===== src/rtl/unified_mem_arbiter.sv =====
// Arbitrates a single-port unified memory between the fetch (I) and memory (D) stages.
// D has priority; a saturating starvation counter forces an I grant after STARVE_MAX D grants.
module unified_mem_arbiter #(
  parameter int DATA_W     = 32,
  parameter int ADDR_W     = 32,
  parameter int STARVE_MAX = 4
) (
  input  logic              clk_i,
  input  logic              reset_i,
  input  logic              ireq_i,
  input  logic [ADDR_W-1:0] iaddr_i,
  output logic [DATA_W-1:0] irdata_o,
  output logic              iready_o,
  input  logic              dreq_i,
  input  logic              dwe_i,
  input  logic [ADDR_W-1:0] daddr_i,
  input  logic [DATA_W-1:0] dwdata_i,
  output logic [DATA_W-1:0] drdata_o,
  output logic              dready_o,
  output logic              stallf_o,
  output logic              stallm_o,
  output logic              mem_req_o,
  output logic              mem_we_o,
  output logic [ADDR_W-1:0] mem_addr_o,
  output logic [DATA_W-1:0] mem_wdata_o,
  input  logic [DATA_W-1:0] mem_rdata_i,
  input  logic              mem_ack_i
);

  localparam int CNT_W = $clog2(STARVE_MAX + 1);
  localparam logic [CNT_W-1:0] CNT_MAX = CNT_W'(STARVE_MAX);

  typedef enum logic [1:0] {IDLE, BUSY_I, BUSY_D} state_e;

  state_e            state_q;
  logic [CNT_W-1:0]  starve_cnt_q;
  logic              mem_req_q;
  logic              mem_we_q;
  logic [ADDR_W-1:0] mem_addr_q;
  logic [DATA_W-1:0] mem_wdata_q;

  logic win_i;
  logic win_d;

  // Grants are decided in IDLE or on the ack cycle so transactions chain without a bubble.
  always_comb begin
    win_i = 1'b0;
    win_d = 1'b0;
    case (state_q)
      IDLE: begin
        if (dreq_i && !(ireq_i && starve_cnt_q == CNT_MAX)) win_d = 1'b1;
        else if (ireq_i)                                      win_i = 1'b1;
      end
      BUSY_I:  win_d = mem_ack_i && dreq_i;
      BUSY_D:  win_i = mem_ack_i && ireq_i;
      default: ;
    endcase
  end

  always_ff @(posedge clk_i) begin
    if (reset_i) begin
      state_q      <= IDLE;
      starve_cnt_q <= '0;
      mem_req_q    <= 1'b0;
      mem_we_q     <= 1'b0;
      mem_addr_q   <= '0;
      mem_wdata_q  <= '0;
    end else if (win_d) begin
      state_q     <= BUSY_D;
      mem_req_q   <= 1'b1;
      mem_we_q    <= dwe_i;
      mem_addr_q  <= daddr_i;
      mem_wdata_q <= dwdata_i;
      if (!ireq_i)                    starve_cnt_q <= '0;
      else if (starve_cnt_q != CNT_MAX) starve_cnt_q <= starve_cnt_q + 1'b1;
    end else if (win_i) begin
      state_q      <= BUSY_I;
      mem_req_q    <= 1'b1;
      mem_we_q     <= 1'b0;
      mem_addr_q   <= iaddr_i;
      starve_cnt_q <= '0;
    end else if (state_q != IDLE && mem_ack_i) begin
      state_q   <= IDLE;
      mem_req_q <= 1'b0;
    end
  end

  // Ready is suppressed while reset is asserted so an abandoned transaction never completes.
  assign iready_o = mem_ack_i && (state_q == BUSY_I) && !reset_i;
  assign dready_o = mem_ack_i && (state_q == BUSY_D) && !reset_i;
  assign irdata_o = mem_rdata_i;
  assign drdata_o = mem_rdata_i;

  assign stallf_o = ireq_i && !iready_o;
  assign stallm_o = dreq_i && !dready_o;

  assign mem_req_o   = mem_req_q;
  assign mem_we_o    = mem_we_q;
  assign mem_addr_o  = mem_addr_q;
  assign mem_wdata_o = mem_wdata_q;

endmodule


===== config.mk =====
export PLATFORM = sky130hd
export DESIGN_NAME = unified_mem_arbiter
export DESIGN_NICKNAME = d
export VERILOG_FILES = /design/src/rtl/unified_mem_arbiter.sv
export SDC_FILE = /design/constraint.sdc
export NUM_CORES = 1
export LEC_CHECK = 0
export ABC_AREA = 1
export ABC_CLOCK_PERIOD_IN_PS = 3400
export CAP_MARGIN = 10
export CORE_MARGIN = 10
export CORE_UTILIZATION = 37
export CTS_CLUSTER_SIZE = 20
export DETAILED_ROUTE_END_ITERATION = 12
export PLACE_DENSITY = 0.87
export RECOVER_POWER = 25
export SYNTH_ARGS = -nofsm -noshare
export SYNTH_HDL_FRONTEND = slang
export SYNTH_SLANG_ARGS = --single-unit

===== constraint.sdc =====
create_clock -name clk_i -period 3.4 [get_ports clk_i]
set_input_delay 0.51 -clock clk_i [delete_from_list [all_inputs] [get_ports clk_i]]
set_output_delay 0.51 -clock clk_i [all_outputs]
set_load 0.01 [all_outputs]

==> results_dict.tcl <==
set metrics [dict create \
    cts.root.buffer_cell "clkbuf_8" \
    gr-max-usage-layer "met2" \
    die_area_um2 13800 \
    die_y_um 117 \
    grt.met2_usage 0.250 \
    via_per_inst 4.63 \
    crit_chain "clkdlybuf4s50_1 > nor4_1 > clkdlybuf4s50_1" \
    io-pin-count 268 \
    drcViolationCount 0 \
    grt_pass1_wl_um 17400 \
    grt_overflow 0 \
    slew_violations 0 \
    crit_path_max_fanout 7 \
    power.leakage_uw 0.00214 \
    min_period_over_period 0.765 \
    diodes 0 \
    critPathMostFrequentCell "clkdlybuf4s50_1" \
    path_clk_slew_ns 0.08 \
    regToRegSetupSlack_ns 1.36 \
    wl_um 10700 \
    ir_worst_vdd_mv 0.216 \
    holdBufCountCts 0 \
    reg2reg_to "mem_we_o" \
    critPathMaxStageDelay_ns 0.63 \
    fin_cells 733 \
    dp_hpwl_um 8070 \
    power.total_uw 2460 \
    vias 3395 \
    synthCells 504 \
    netlist_area_um2 3510 \
    htree_levels 3 \
    grt_util_met3 0.0700 \
    routedWlPerCell_um 14.6 \
    cts_max_path_buffers 2 \
    final_common_cell "clkdlybuf4s50_1" \
    worst-endpoint-arrival_ns 2.09 \
    ys_warn_count 0 \
    max_freq_mhz 385 \
    cts_tree "yes" \
    rr_worst_depth 9 \
    min_period_ns 2.60 \
    core_um2 9240 \
    gp_congestion 0.760 \
    syn_avg_cell_area_um2 6.97 \
    rr_startpoint "starve_cnt_q[0]" \
    clkLatencyLatePin_ns 0.34 \
    portBuffers 171 \
    hold_depth 2 \
    clock-sinks 71 \
    gr-usage-met1 0.155 \
    worstHoldStart "mem_wdata_o[8]" \
    hold_end "mem_wdata_o[8]" \
    grt_pass1_vias 3466 \
    drt_iter0_drc 136 \
    ys_seq_elements 71 \
    status "complete, no violations" \
    slew_headroom 0.572 \
    hold_path_class "flop to flop" \
    final_cell_mix "171 x clkdlybuf4s50_1, 133 x nor2_1, 109 x nand2_1" \
    seq_area_frac_synth 0.405 \
    critPathCaptureType "output pin" \
    grt_util_all_layers 0.150 \
    cts_buffers 9 \
    crit_type "input pin to output pin" \
    worst-slew-pin-transition_ns 0.642 \
    dp.cells 717 \
    cts_setup_buffers 0 \
    antenna_found_initial 0 \
    area_delta_synth_final_pct 42.4 \
    critPathSlowestCell "clkdlybuf4s50_1" \
    drv_cap 0 \
    die_x_um 117 \
    drive_above_1_share 0.0447 \
    worstPathRequired_ns 2.89 \
    tns_ns 0 \
    cp-start-kind "input pin" \
    grt_max_degree 68 \
    initial_core_util 0.380 \
    final_antenna_net_count 0 \
    power.density_nw_per_um2 491 \
    skew_ns 0.0117 \
    synthDistinctLibCells 23 \
    dr.pass1.iters 4 \
    setup_viol 0 \
    ctsResizeCount 0 \
    grt_setup_unrepaired "false" \
    fillers 847 \
    finalHoldViolations 0 \
    syn-num-nets 640 \
    rows 35 \
    nets 735 \
]
==> per-layer routing <==
layer | up-vias | routed length [um]
met4 | 0 | 312
li1 | 1697 | -
met1 | 1510 | 4230
met2 | 146 | 5050
met5 | - | 0
met3 | 42 | 1070
==> sequential cells by signal, summed over array words and instances (netlist names) <==
signal,count
mem_req_o,1
mem_addr_o,32
state_q,2
mem_we_o,1
starve_cnt_q,3
mem_wdata_o,32
==> how the worst max path moves through the flow <==
stage	startpoint	end	slack, ns
5_1_grt	reset_i	dready_o	0.73
3_3_place_gp	ireq_i	mem_req_o	0.81
6_report	reset_i	dready_o	0.80
4_1_cts	reset_i	dready_o	0.78
3_5_place_dp	ireq_i	mem_we_o	0.71
2_1_floorplan	reset_i	stallm_o	1.72
==> cells by family after synthesis <==
family	count (synthesis)	share of synthesized area
and+or+nand+nor	254	0.284
adders and majority gates	2	0.00713
xor gates and xnor gates	1	0.00250
AOI/OAI and AO/OA	72	0.104
buffers and inverters	104	0.197
DFF	71	0.405
==> cells in the mapped netlist, drive strengths merged <==
master	number	area share
nor2	134	0.14
nand2	111	0.12
buf	79	0.17
dfxtp	71	0.40
o21ai	67	0.096
inv	13	0.015
clkbuf	12	0.014
a21oi	4	0.0057
nand3	4	0.011
nand4	4	0.0071
ha	2	0.0071
a21boi	1	0.0032
nor4	1	0.0018
xor2	1	0.0025
==> critical path, delay by kind of cell <==
kind / cells / cell delay, ns
buffers and inverters: 2 / 1.17
AND/OR/NAND/NOR: 1 / 0.40
==> final cells by class <==
class / count / area (um^2) / area share
clock buffers: 9 / 124 / 0.0248
clock inverters: 7 / 97.6 / 0.0195
inverters: 13 / 51.3 / 0.0103
multi-input cells: 329 / 1400 / 0.281
flip-flops and latches: 71 / 1420 / 0.284
well taps: 129 / 161 / 0.0323
repair buffers: 175 / 1740 / 0.348
==> through the flow <==
| stage | hold slack, ns | cell area, um^2 | setup slack [ns] | util |
|---|---|---|---|---|
| finish | 0.486 | 5000 | 0.800 | 0.541 |
| global route | 0.506 | 5000 | 0.726 | 0.541 |
| CTS | 0.491 | 5000 | 0.780 | 0.541 |
| detailed placement | 0.474 | 4780 | 0.711 | 0.517 |
| global placement | 0.454 | 4780 | 0.811 | 0.517 |
| floorplan | 0.450 | 3510 | 1.72 | - |
==> report_power, final <==
group          leakage [uW]  switching [uW]  internal [uW]
Clock              0.000105             331            414
Sequential         0.000588            55.8            938
Combinational       0.00144             345            374
Total               0.00214             731           1730
Note: power is estimated with default switching activity, not from simulation.
==> variant 1: new RTL, config.mk and constraints unchanged <==
Encoding of `state_e`: now one-hot (3 bits for 3 states).
--- a/src/rtl/unified_mem_arbiter.sv
+++ b/src/rtl/unified_mem_arbiter.sv
@@ -30,7 +30,7 @@
   localparam int CNT_W = $clog2(STARVE_MAX + 1);
   localparam logic [CNT_W-1:0] CNT_MAX = CNT_W'(STARVE_MAX);
 
-  typedef enum logic [1:0] {IDLE, BUSY_I, BUSY_D} state_e;
+  typedef enum logic [2:0] {IDLE = 3'b001, BUSY_I = 3'b010, BUSY_D = 3'b100} state_e;
 
   state_e            state_q;
   logic [CNT_W-1:0]  starve_cnt_q;
Behaviour: same outputs for any inputs over 4 cycles, from zero or initial values and one cycle with reset_i high; so few cycles prove little.
==> variant 1 against the original RTL <==
- wire length grew 1.4%
- count of clock-buffer cells in the layout grew 2
- global-route usage shrank 0.24 points
- area after synthesis grew 2.3%
- sequential cell count grew 1
- sequential share of layout area shrank 0.17 points
- design area grew 2.0%
- first-iteration DRC count grew 42%
- power grew 7.5%
- setup slack gained 0.082 ns
- critical path type unchanged
==> variant 1: results (changes against the original RTL) <==
Via Count=3427 (+0.94%); drt total wl=10800 um (+1.4%); overall routing resource usage=14.7% (-0.24 points); CP Data Arrival Time=2.01 ns (-0.08 ns); dpl cells=730 (+1.8%); multi-input gates=337 (+2.4%); DRT iter0 DRCs=193 (+42%); DRT Pass-1 Iters=5 (+1); M1 GR Usage=15.4% (-0.098 points); routed wl met3=1170 um (+9.0%); worst-path fanout max=8 (+1); Hold WS=0.474 ns (-0.0126 ns); Slew headroom=65.5% (+8.3 points); Pleak=2.15 nW (+0.79%); Setup Skew=0.00967 ns (-0.00201 ns); GRT met2 Usage=25.1% (+0.069 points); multiplexer area fraction after synthesis=0% (unchanged); met2 WL=5130 um (+1.5%); Worst R2R Path Depth=10 (+1); post-synthesis compound-gate area fraction=10.7% (+0.25 points); post-synth cell types=21 (-8.7%); Hold EP=mem_we_o; nonclk inv count=16 (+3); Synth async-reset ratio=0% (unchanged); filler cell count=871 (+2.8%); Non-CTS buffers=176 (+0.57%); RR Endpoint=starve_cnt_q[0]; R2R Setup Slk=1.31 ns (-0.05 ns); first-pass GRT wire length=17300 um (-0.87%); Yosys reg bits=72 (+1.4%); clkbuf count=11 (+2); synthesized instance count=518 (+2.8%); top cells by area, synth=dfxtp_1 40%, buf_4 14%, nor2_1 14%; Net Sw Frac=28.5% (-1.3 points); IO buf count=171 (unchanged); Post-synth top cells=136 x nor2_1, 110 x nand2_1, 72 x dfxtp_1; layout cells sized above 1=4.38% (-0.094 points); Post-Synth XOR/XNOR Area=0.244% (-0.0056 points); fraction of the mapped netlist area in adder cells=0.697% (-0.016 points); outcome=complete, no violations; RD Place Congestion=0.836 (+10%); Final #Nets=748 (+1.8%); Via density=4.59 (-0.82%); clk tree area frac=4.98% (+0.55 points); Inserted Clock Buffers=9 (unchanged); Non-clock buffering overhead=34.5% (-0.30 points); HPWL after detailed placement=8350 um (+3.5%); Seq area share=28.2% (-0.17 points); met3 track demand over resource=7.66% (+0.66 points); vias in the first global route=3465 (-0.029%); pin count of the biggest net entering global routing=39 (-43%); Met1 Routed Length=4380 um (+3.6%); Max rail drop VDD=232 uV (+7.4%); min-delay src=mem_we_o
## variant 1: cell types whose count changed after synthesis, moves of 3 or more
| cell | change |
|---|---|
| o21ai_1 | -15 |
| nor2_1 | +3 |
| o21ai_0 | +18 |
| clkbuf_2 | -3 |
| buf_4 | +5 |
## variant 1: through the flow
stage | setup slack, ns | total power [mW] | instance area (um2)
final | 0.882 | 2.64 | 5100
after global routing | 0.797 | 2.82 | 5100
after CTS | 0.890 | 2.69 | 5100
after detailed placement | 0.852 | 1.83 | 4850
after global placement | 0.930 | 1.81 | 4850
after floorplan | 1.83 | 1.51 | 3590
## variant 1: power by group through the flow
stage | registers, mW | logic (mW) | clock network (mW)
3_5_place_dp | 1.04 | 0.796 | 0
6_report | 1.02 | 0.784 | 0.838
4_1_cts | 1.02 | 0.798 | 0.874
3_3_place_gp | 1.03 | 0.777 | 0
2_1_floorplan | 1.09 | 0.419 | 0
5_1_grt | 1.04 | 0.873 | 0.906
## variant 1: worst register-to-register path: stages, from the launching register on
cell     delay [ns]
dfxtp_1        0.36
inv_1          0.07
ha_1           0.23
nand3_1        0.09
nand2_1        0.06
nor2_1         0.18
nor2_4         0.08
inv_2          0.39
buf_12         0.29
nand4_1        0.11
a21oi_1        0.17
## variant 1: worst max-delay path by stage
stage | start | to | slack, ns | cells after the start
2_1_floorplan | ireq_i | mem_wdata_o[12] | 1.83 | 9
4_1_cts | mem_ack_i | stallf_o | 0.89 | 5
3_3_place_gp | mem_ack_i | stallm_o | 0.93 | 5
5_1_grt | mem_ack_i | stallf_o | 0.80 | 5
3_5_place_dp | mem_ack_i | starve_cnt_q[0] | 0.85 | 8
6_report | mem_ack_i | stallf_o | 0.88 | 5
==> variant 2: new RTL, config.mk and constraints unchanged <==
Made on the original files. The parameter `ADDR_W` goes from 32 to 64.
--- a/src/rtl/unified_mem_arbiter.sv
+++ b/src/rtl/unified_mem_arbiter.sv
@@ -2,7 +2,7 @@
 // D has priority; a saturating starvation counter forces an I grant after STARVE_MAX D grants.
 module unified_mem_arbiter #(
   parameter int DATA_W     = 32,
-  parameter int ADDR_W     = 32,
+  parameter int ADDR_W     = 64,
   parameter int STARVE_MAX = 4
 ) (
   input  logic              clk_i,
Interface: changed (resized daddr_i, iaddr_i and mem_addr_o); port bits go from 268 to 364. The function was not compared with the original's and may differ.
==> variant 2 against the original RTL <==
- utilization increased by 2.9 points
- final cell count up 51%
- power rose by 58%
- area after synthesis is 43% higher
- setup slack lost 0.048 ns
- largest cell class unchanged
- highest routed layer unchanged
- count of clock-buffer cells in the layout unchanged
- via count up 54%
- critical endpoint unchanged
- design area up 52%
- wire length rose by 72%
- sequential cell count up 32
==> variant 2: results (changes against the original RTL) <==
R2R Setup Slk=1.31 ns (-0.05 ns); Post-synth top cells=204 x nand2_1, 200 x nor2_1, 103 x dfxtp_1; register area share after synthesis=41.0% (+0.49 points); vias in the first global route=5120 (+48%); overall routing resource usage=18.6% (+3.6 points); root buf cell=clkbuf_16; Worst R2R Path Depth=8 (-1); IO buf count=267 (+56%); post-synth cell types=21 (-8.7%); CP Data Arrival Time=2.14 ns (+0.05 ns); Setup Skew=0.0104 ns (-0.00128 ns); outcome=complete, no violations; fin cells=1109 (+51%); top cells by area, synth=dfxtp_1 41%, nand2_1 15%, nor2_1 15%; worst-path fanout max=6 (-1); DRT iter0 DRCs=274 (+100%); RD Place Congestion=0.799 (+5.2%); Via Count=5212 (+54%); fraction of the mapped netlist area in adder cells=0.497% (-0.22 points); first-pass GRT wire length=27600 um (+58%); synthesized instance count=753 (+49%); Place WS=0.644 ns (-0.0677 ns); Post-Synth XOR/XNOR Area=0.174% (-0.075 points); Hold WS=0.485 ns (-0.000809 ns); Max rail drop VDD=479 uV (+120%); WL/cell=16.5 um (+14%); post-synthesis compound-gate area fraction=10.2% (-0.20 points)
-- variant 2: cell count changes after synthesis, moves of 2 or more --
cell	change
nand2_1	+95
nor2_1	+67
o21ai_0	+45
dfxtp_1	+32
o21ai_1	-13
clkbuf_1	+11
buf_2	+8
nand3_1	+6
clkbuf_2	-3
buf_6	+2
nand4_1	-2
-- variant 2: through the flow --
step	util [%]	area [um2]	power, mW
floorplan	-	5030	2.23
global placement	54.8	7280	2.84
detailed placement	54.8	7280	2.86
CTS	57.0	7580	3.95
global route	57.0	7580	4.12
finish	57.0	7580	3.89
-- variant 2: routing by layer --
layer	GRT usage (%)	share of wire, %
met1	18.8	35
met2	32.2	50
met3	10.5	12
met4	5.21	1.8
met5	0	0
-- variant 2: how the worst max path moves through the flow --
stage | startpoint | end | slack [ns] | cells after the start
floorplan | reset_i | stallm_o | 1.72 | 2
global route | mem_ack_i | dready_o | 0.58 | 4
finish | mem_ack_i | dready_o | 0.75 | 4
detailed placement | ireq_i | mem_addr_o[24] | 0.64 | 8
CTS | mem_ack_i | dready_o | 0.78 | 4
global placement | ireq_i | mem_addr_o[0] | 0.73 | 8
-- variant 2: area by class of cell --
cell class,count,share of cell area (%)
Timing Repair Buffer,274,36.3
Multi-Input combinational cell,528,29.1
Sequential cell,103,27.2
Clock buffer,9,2.97
Tap cell,176,2.90
Clock inverter,7,1.02
Inverter,12,0.594
-- variant 2: power breakdown --
part / switching, mW / internal, mW
combinational: 0.668 / 0.658
clock: 0.483 / 0.581
sequential: 0.0985 / 1.40
total: 1.25 / 2.64
-- variant 2: logic make-up after synthesis --
kind of cell,after synthesis
compound gates,103
buf+inv,122
fa+ha+maj,2
xor+xnor,1
flops,103
simple gates,422
